### src/rtl/ifetch_unit.sv
// rtl/ifetch_unit.sv - RV32I instruction fetch stage with single-outstanding imem handshake
module ifetch_unit #(
   parameter logic [31:0] RESET_PC = 32'h0000_0000,
   parameter logic [31:0] NOP_INS  = 32'h0000_0013
) (
   input  logic        clk,
   input  logic        rst_n,
   output logic        imem_req,
   output logic [31:0] imem_addr,
   input  logic        imem_gnt,
   input  logic        imem_rvalid,
   input  logic [31:0] imem_rdata,
   output logic [31:0] Ins,
   output logic        Ins_valid,
   input  logic        Ins_ready,
   output logic [31:0] PC,
   output logic [31:0] PCPlus4,
   input  logic        redirect,
   input  logic [31:0] PCTarget,
   output logic        fetch_err
);

   typedef enum logic [1:0] {
      S_REQ  = 2'd0,
      S_WAIT = 2'd1,
      S_FULL = 2'd2,
      S_DROP = 2'd3
   } state_t;

   state_t      r_state;
   state_t      w_next_state;
   logic        w_req;
   logic        w_capture;
   logic        w_consume;
   logic [31:0] w_target;

   logic [31:0] r_fetch_pc;
   logic [31:0] r_ins;
   logic        r_ins_valid;
   logic [31:0] r_pc;
   logic [31:0] r_pc_plus4;
   logic        r_fetch_err;

   // Redirect targets are forced to word alignment; a misaligned target only raises fetch_err.
   assign w_target  = {PCTarget[31:2], 2'b00};

   // Response is captured only in S_WAIT and only when no redirect cancels it in the same cycle.
   assign w_capture = (r_state == S_WAIT) && imem_rvalid && !redirect;
   assign w_consume = (r_state == S_FULL) && Ins_ready;

   // State register.
   always_ff @(posedge clk) begin
      if (!rst_n) begin
         r_state <= S_REQ;
      end else begin
         r_state <= w_next_state;
      end
   end

   // Next-state and request decode; redirect takes priority over every other event.
   always_comb begin
      w_next_state = r_state;
      w_req        = 1'b0;
      case (r_state)
         S_REQ: begin
            w_req = 1'b1;
            if (redirect) begin
               // A grant in the redirect cycle still leaves a response to swallow.
               w_next_state = imem_gnt ? S_DROP : S_REQ;
            end else if (imem_gnt) begin
               w_next_state = S_WAIT;
            end
         end
         S_WAIT: begin
            if (redirect) begin
               w_next_state = imem_rvalid ? S_REQ : S_DROP;
            end else if (imem_rvalid) begin
               w_next_state = S_FULL;
            end
         end
         S_FULL: begin
            if (redirect || Ins_ready) begin
               w_next_state = S_REQ;
            end
         end
         S_DROP: begin
            if (imem_rvalid) begin
               w_next_state = S_REQ;
            end
         end
         default: begin
            w_next_state = S_REQ;
         end
      endcase
   end

   // Fetch PC, instruction register and sticky misalignment flag.
   always_ff @(posedge clk) begin
      if (!rst_n) begin
         r_fetch_pc  <= {RESET_PC[31:2], 2'b00};
         r_ins       <= NOP_INS;
         r_ins_valid <= 1'b0;
         r_pc        <= RESET_PC;
         r_pc_plus4  <= RESET_PC + 32'd4;
         r_fetch_err <= 1'b0;
      end else if (redirect) begin
         r_fetch_pc  <= w_target;
         r_ins       <= NOP_INS;
         r_ins_valid <= 1'b0;
         if (PCTarget[1:0] != 2'b00) begin
            r_fetch_err <= 1'b1;
         end
      end else if (w_capture) begin
         r_ins       <= imem_rdata;
         r_ins_valid <= 1'b1;
         r_pc        <= r_fetch_pc;
         r_pc_plus4  <= r_fetch_pc + 32'd4;
         r_fetch_pc  <= r_fetch_pc + 32'd4;
      end else if (w_consume) begin
         r_ins       <= NOP_INS;
         r_ins_valid <= 1'b0;
      end
   end

   // Request is suppressed while reset is held so memory never sees a request during reset.
   assign imem_req  = w_req && rst_n;
   assign imem_addr = r_fetch_pc;
   assign Ins       = r_ins;
   assign Ins_valid = r_ins_valid;
   assign PC        = r_pc;
   assign PCPlus4   = r_pc_plus4;
   assign fetch_err = r_fetch_err;

endmodule

### config.mk
export PLATFORM = sky130hd
export DESIGN_NAME = ifetch_unit
export DESIGN_NICKNAME = d
export VERILOG_FILES = /design/src/rtl/ifetch_unit.sv
export SDC_FILE = /design/constraint.sdc
export NUM_CORES = 1
export LEC_CHECK = 0
export CORE_AREA = 2 2 120 122
export DETAILED_ROUTE_END_ITERATION = 10
export DIE_AREA = 0 0 122 124
export GPL_ROUTABILITY_DRIVEN = 0
export GPL_TIMING_DRIVEN = 1
export PLACE_DENSITY = 0.78
export SYNTH_ARGS = -nofsm -noshare
export SYNTH_HDL_FRONTEND = slang
export SYNTH_SLANG_ARGS = --single-unit
### constraint.sdc
create_clock -name clk -period 2.2 [get_ports clk]
set_clock_uncertainty 0.05 [all_clocks]
set_input_delay 0.44 -clock clk [delete_from_list [all_inputs] [get_ports clk]]
set_output_delay 0.44 -clock clk [all_outputs]
set_load 0.02 [all_outputs]
==> results.md <==
Synth:
- In this run, synthesis produced a sequential element count of 126.
- The share of async-settable or async-resettable flops after synthesis is 0%.
- The flip-flop cell with the highest count after synthesis is sky130_fd_sc_hd__dfxtp_1.
- In this run, distinct cell masters in the synthesized netlist total 53.
- Summing the sequential cell areas from Yosys gives about 45% of the chip area.
- The number of enable flip-flop cells after synthesis is 0.
- The cell count after synthesis is approximately 680.
- In this run the cell area of the synthesized design comes to between 5000 and 6000 sq um.
- Each instance of the synthesized netlist takes up on average 8.22 sq um.
- The warning count from the yosys run is 0.

Route:
- Dividing the detail-routed wire length by the instance count gives around 17 um.
- Detailed routing placed a total of between 1.5 and 2 mm of wire on met3.
- Wire segments on met2 add up to 8.95 mm in the final route.
- The via count normalized by instance count is 5.50.
- In this run the remaining antenna-violating nets after routing total 0.
- Wires add up to 18.5 mm.
- The met1 wire length is 7.64 mm.
- The pre-antenna-repair detailed-routing pass consisted of 5 iterations.
- In the routed design, unresolved DRC markers number 0.
- The first routing iteration left 480 violations.
- The detailed router placed slightly above 6000 vias in this run.
- Signal routing reaches up to met4.

STA:
- At the pin with the least slew margin, the transition time is 0.601 ns.
- The share of the clock period used by the worst path after layout is 97.3%.
- Setup repair after global routing left no endpoint under its margin.
- The final-layout setup total negative slack is 0 ns.
- The number of failing hold endpoints at the final stage is 0.
- The final max-slew violation count was 0.
- Setup violations remaining at the end of the flow were counted as 0.
- The post-layout minimum cycle time is 2.14 ns.
- The final hold slack is 0.397 ns.
- Timing would allow up to 0.467 GHz.
- Measured against its own limit, the worst slew margin works out to 59.9%.

Floorplan:
- The number of top-level pins is 201.
- The width of the chip is approximately 120 um.
- The die outline height is 124 um.
- The area of the die is approximately 15000 sq um.
- The initial standard-cell utilization of the core is 40.8%.
- The area of the core is 13700 sq um.
- The count of standard-cell rows is 43.

Clock network:
- The latest clock arrival within the worst-skew pair is 0.42 ns.
- The number of hold buffers added after CTS was 0.
- The clock passes through at most 2 buffers.
- The tree is rooted in a sky130_fd_sc_hd__clkbuf_16.
- The number of H-tree branching levels is 4.
- TritonCTS built the clock tree.
- The CTS clock-pin slew for the worst setup and hold paths is roughly 0.05 ns.
- The number of clock buffers added by TritonCTS is 17.
- The number of gates resized after CTS is 2.
- The number of sinks driven by the clock tree is 126.
- Once the clock tree was built, the setup fixing pass inserted 0 buffers.

Placed design:
- The wire-length estimate of the detail-placed layout is 13.1 mm.
- Once placement completed, the tool counted placed cells totaling 1064.
- The number of port buffers is 194.

Critical path:
- The capturing element type of the critical path is a primary output.
- The number of buffers and inverters on the critical path is 2.
- The cell family contributing the most delay on the critical path is buffers and inverters.
- The cell depth of the worst setup path is 2.
- The setup path with the least slack is of type reg2out.
- In this run the worst setup path terminates at imem_addr[17].
- The capturing point of the worst reg2reg path is PCPlus4[30]$_SDFFE_PN0P_.
- Among all stages on the critical path, the largest delay is contributed by sky130_fd_sc_hd__clkdlybuf4s50_1.
- The reg-to-reg startpoint is imem_addr[2]$_SDFFE_PN0P_.
- The largest fanout on the critical path is 6.
- The startpoint of the worst setup timing path is imem_addr[17]$_SDFFE_PN0P_.
- STA puts the critical path data arrival time at 1.65 ns.
- The path depth of the worst reg2reg path is 5.
- In this design, the stage delay of the slowest critical-path cell is 0.60 ns.
- The critical path goes through buf_4, clkdlybuf4s50_1.
- The reg2reg setup slack is 0.10 ns.
- The critical path required time is around 1.7 ns.
- The worst setup path is launched from a flip-flop.

Cells and area:
- Cells fill 64.1% of the core in the end.
- The finished layout holds ~1100 standard cells, fillers aside.
- The number of fill cells is 1161.
- Cells with a size suffix above 1 make up 13.8% of the layout.
- The number of nets in the final layout is 974.
- The layout-stage area growth over the synthesis result is 56.9%.
- The sequential cells in the finished layout cover a total of 2530 sq um.
- 0 antenna diodes ended up in the layout.
- The leading cell type in the layout, fill and taps excluded is sky130_fd_sc_hd__clkdlybuf4s50_1.
- The area taken by multi-input logic gates is 2790 sq um.
- Leaving out fill and tap cells, the most frequent cells in the layout are 192 x sky130_fd_sc_hd__clkdlybuf4s50_1, 124 x sky130_fd_sc_hd__dfxtp_1, 85 x sky130_fd_sc_hd__nand2_1, 69 x sky130_fd_sc_hd__buf_4, 58 x sky130_fd_sc_hd__o21ai_0.

Global routing:
- The initial antenna violation count is 0.
- The aggregate global-route resource usage is about a quarter.
- Entering global routing, the biggest net connects 50 pins.
- The first global-routing pass estimated roughly 29 mm of wire.
- The via count of the first global-routing pass is 5652.
- The remaining global-route overflow is 0.

Pwr:
- The internal portion of the total power is 4.62 mW.
- The total chip power is 6.13 mW.
- Of the total power, the clock network draws 46.9%.
- Registers are responsible for around two fifths of the overall power.
- Summed over all cells, the static leakage comes to around 3 nW.
- For this design the ratio of total power to cell area is 698 nW/um^2.
- The switching part of the total power is between 20% and 30%.
- The combinational share of power is 13.5%.
- Across the VDD grid, the largest voltage drop is 510 uV.
- Summed over all nets, the switching power comes to 1.52 mW.

Run status:
- The run finished with clean final reports.

Min path:
- The startpoint of the worst hold path is fetch_err$_SDFFE_PN0P_.
- In this run the worst hold path is classified as reg2reg.

Run:
- Max-cap violations in this run came to 0.
==> cell families (layout without fill, tap and decap cells) <==
group | Yosys count | count (layout) | share of synthesized area (%)
AND/OR/NAND/NOR | 254 | 254 | 23.3
AO/OA/AOI/OAI | 199 | 199 | 21.8
flip-flops | 126 | 126 | 45.0
buffers and inverters | 77 | 307 | 6.01
XOR/XNOR | 21 | 21 | 3.28
multiplexers | 2 | 2 | 0.357
adder cells (fa/ha/maj) | 1 | 1 | 0.223
other | 1 | 6 | 0.0670
==> registers in the layout, summed over array words and instances, names as in the netlist <==
register,cells
fetch_err,1
imem_addr,30
PC,30
r_state,2
PCPlus4,30
Ins,32
Ins_valid,1
==> metrics by stage <==
| step | setup WS [ns] | cell area [sq um] |
|---|---|---|
| floorplan | 0.00327 | 5630 |
| global route | 0.00321 | 8790 |
| CTS | 0.00284 | 8790 |
| finish | 0.0586 | 8790 |
| global placement | -0.203 | 8170 |
| detailed placement | -0.209 | 8170 |
==> power groups by stage <==
stage / combinational (mW) / sequential (mW) / clock [mW]
5_1_grt: 0.889 / 2.44 / 2.99
3_5_place_dp: 0.827 / 2.47 / 0
3_3_place_gp: 0.820 / 2.47 / 0
6_report: 0.831 / 2.42 / 2.88
4_1_cts: 0.831 / 2.42 / 2.91
2_1_floorplan: 0.292 / 2.56 / 0
==> layer usage <==
| layer | global-route usage, % | vias to the layer above |
|---|---|---|
| met5 | 0 | - |
| met4 | 8.26 | 0 |
| met3 | 7.65 | 29 |
| met2 | 40.5 | 269 |
| met1 | 30.1 | 2819 |
| li1 | - | 2915 |
==> worst min-delay path, cell delays in order, from the launching register on <==
cell and delay [ns]:
sky130_fd_sc_hd__dfxtp_1 0.31, sky130_fd_sc_hd__inv_1 0.05, sky130_fd_sc_hd__a21oi_1 0.05
==> synth_stat cells, types with 4 or more instances <==
| library cell | n | area, sq um |
|---|---|---|
| sky130_fd_sc_hd__nand2_1 | 85 | 319 |
| sky130_fd_sc_hd__nand4_1 | 12 | 75.1 |
| sky130_fd_sc_hd__nand3_1 | 9 | 45.0 |
| sky130_fd_sc_hd__a31oi_1 | 17 | 106 |
| sky130_fd_sc_hd__buf_4 | 7 | 52.6 |
| sky130_fd_sc_hd__a311oi_1 | 13 | 114 |
| sky130_fd_sc_hd__clkbuf_1 | 47 | 176 |
| sky130_fd_sc_hd__o21ai_0 | 58 | 290 |
| sky130_fd_sc_hd__dfxtp_1 | 126 | 2520 |
| sky130_fd_sc_hd__and3_1 | 4 | 25.0 |
| sky130_fd_sc_hd__o22ai_1 | 4 | 25.0 |
| sky130_fd_sc_hd__o31ai_1 | 11 | 82.6 |
| sky130_fd_sc_hd__inv_1 | 4 | 15.0 |
| sky130_fd_sc_hd__xor2_1 | 8 | 70.1 |
| sky130_fd_sc_hd__a22oi_1 | 30 | 225 |
| sky130_fd_sc_hd__buf_1 | 7 | 26.3 |
| sky130_fd_sc_hd__or3_1 | 14 | 87.6 |
| sky130_fd_sc_hd__nor3_1 | 18 | 90.1 |
| sky130_fd_sc_hd__nor2_1 | 53 | 199 |
| sky130_fd_sc_hd__a211oi_1 | 9 | 67.6 |
| sky130_fd_sc_hd__xnor2_1 | 13 | 114 |
| sky130_fd_sc_hd__nor4_1 | 11 | 68.8 |
| sky130_fd_sc_hd__and4_1 | 4 | 35.0 |
| sky130_fd_sc_hd__a21oi_1 | 51 | 255 |
| sky130_fd_sc_hd__or4_1 | 14 | 105 |
| sky130_fd_sc_hd__nor2b_1 | 5 | 31.3 |
| sky130_fd_sc_hd__nand3b_1 | 4 | 30.0 |
| sky130_fd_sc_hd__buf_2 | 10 | 50.1 |
==> worst min-delay path by stage <==
stage | to | slack (ns) | cells past startpoint
floorplan | fetch_err$_SDFFE_PN0P_ | 0.47 | 2
global placement | fetch_err$_SDFFE_PN0P_ | 0.38 | 2
detailed placement | fetch_err$_SDFFE_PN0P_ | 0.39 | 2
CTS | fetch_err$_SDFFE_PN0P_ | 0.40 | 2
global route | fetch_err$_SDFFE_PN0P_ | 0.42 | 2
finish | fetch_err$_SDFFE_PN0P_ | 0.40 | 2
==> area by class of cell <==
type / instances / area share (%)
clock buffers: 23 / 5.79
clock inverters: 9 / 1.20
inverters: 4 / 0.171
multi-input cells: 483 / 31.7
flip-flops and latches: 126 / 28.8
well taps: 180 / 2.56
repair buffers: 271 / 29.8
Note: power is estimated with default switching activity, not from simulation.
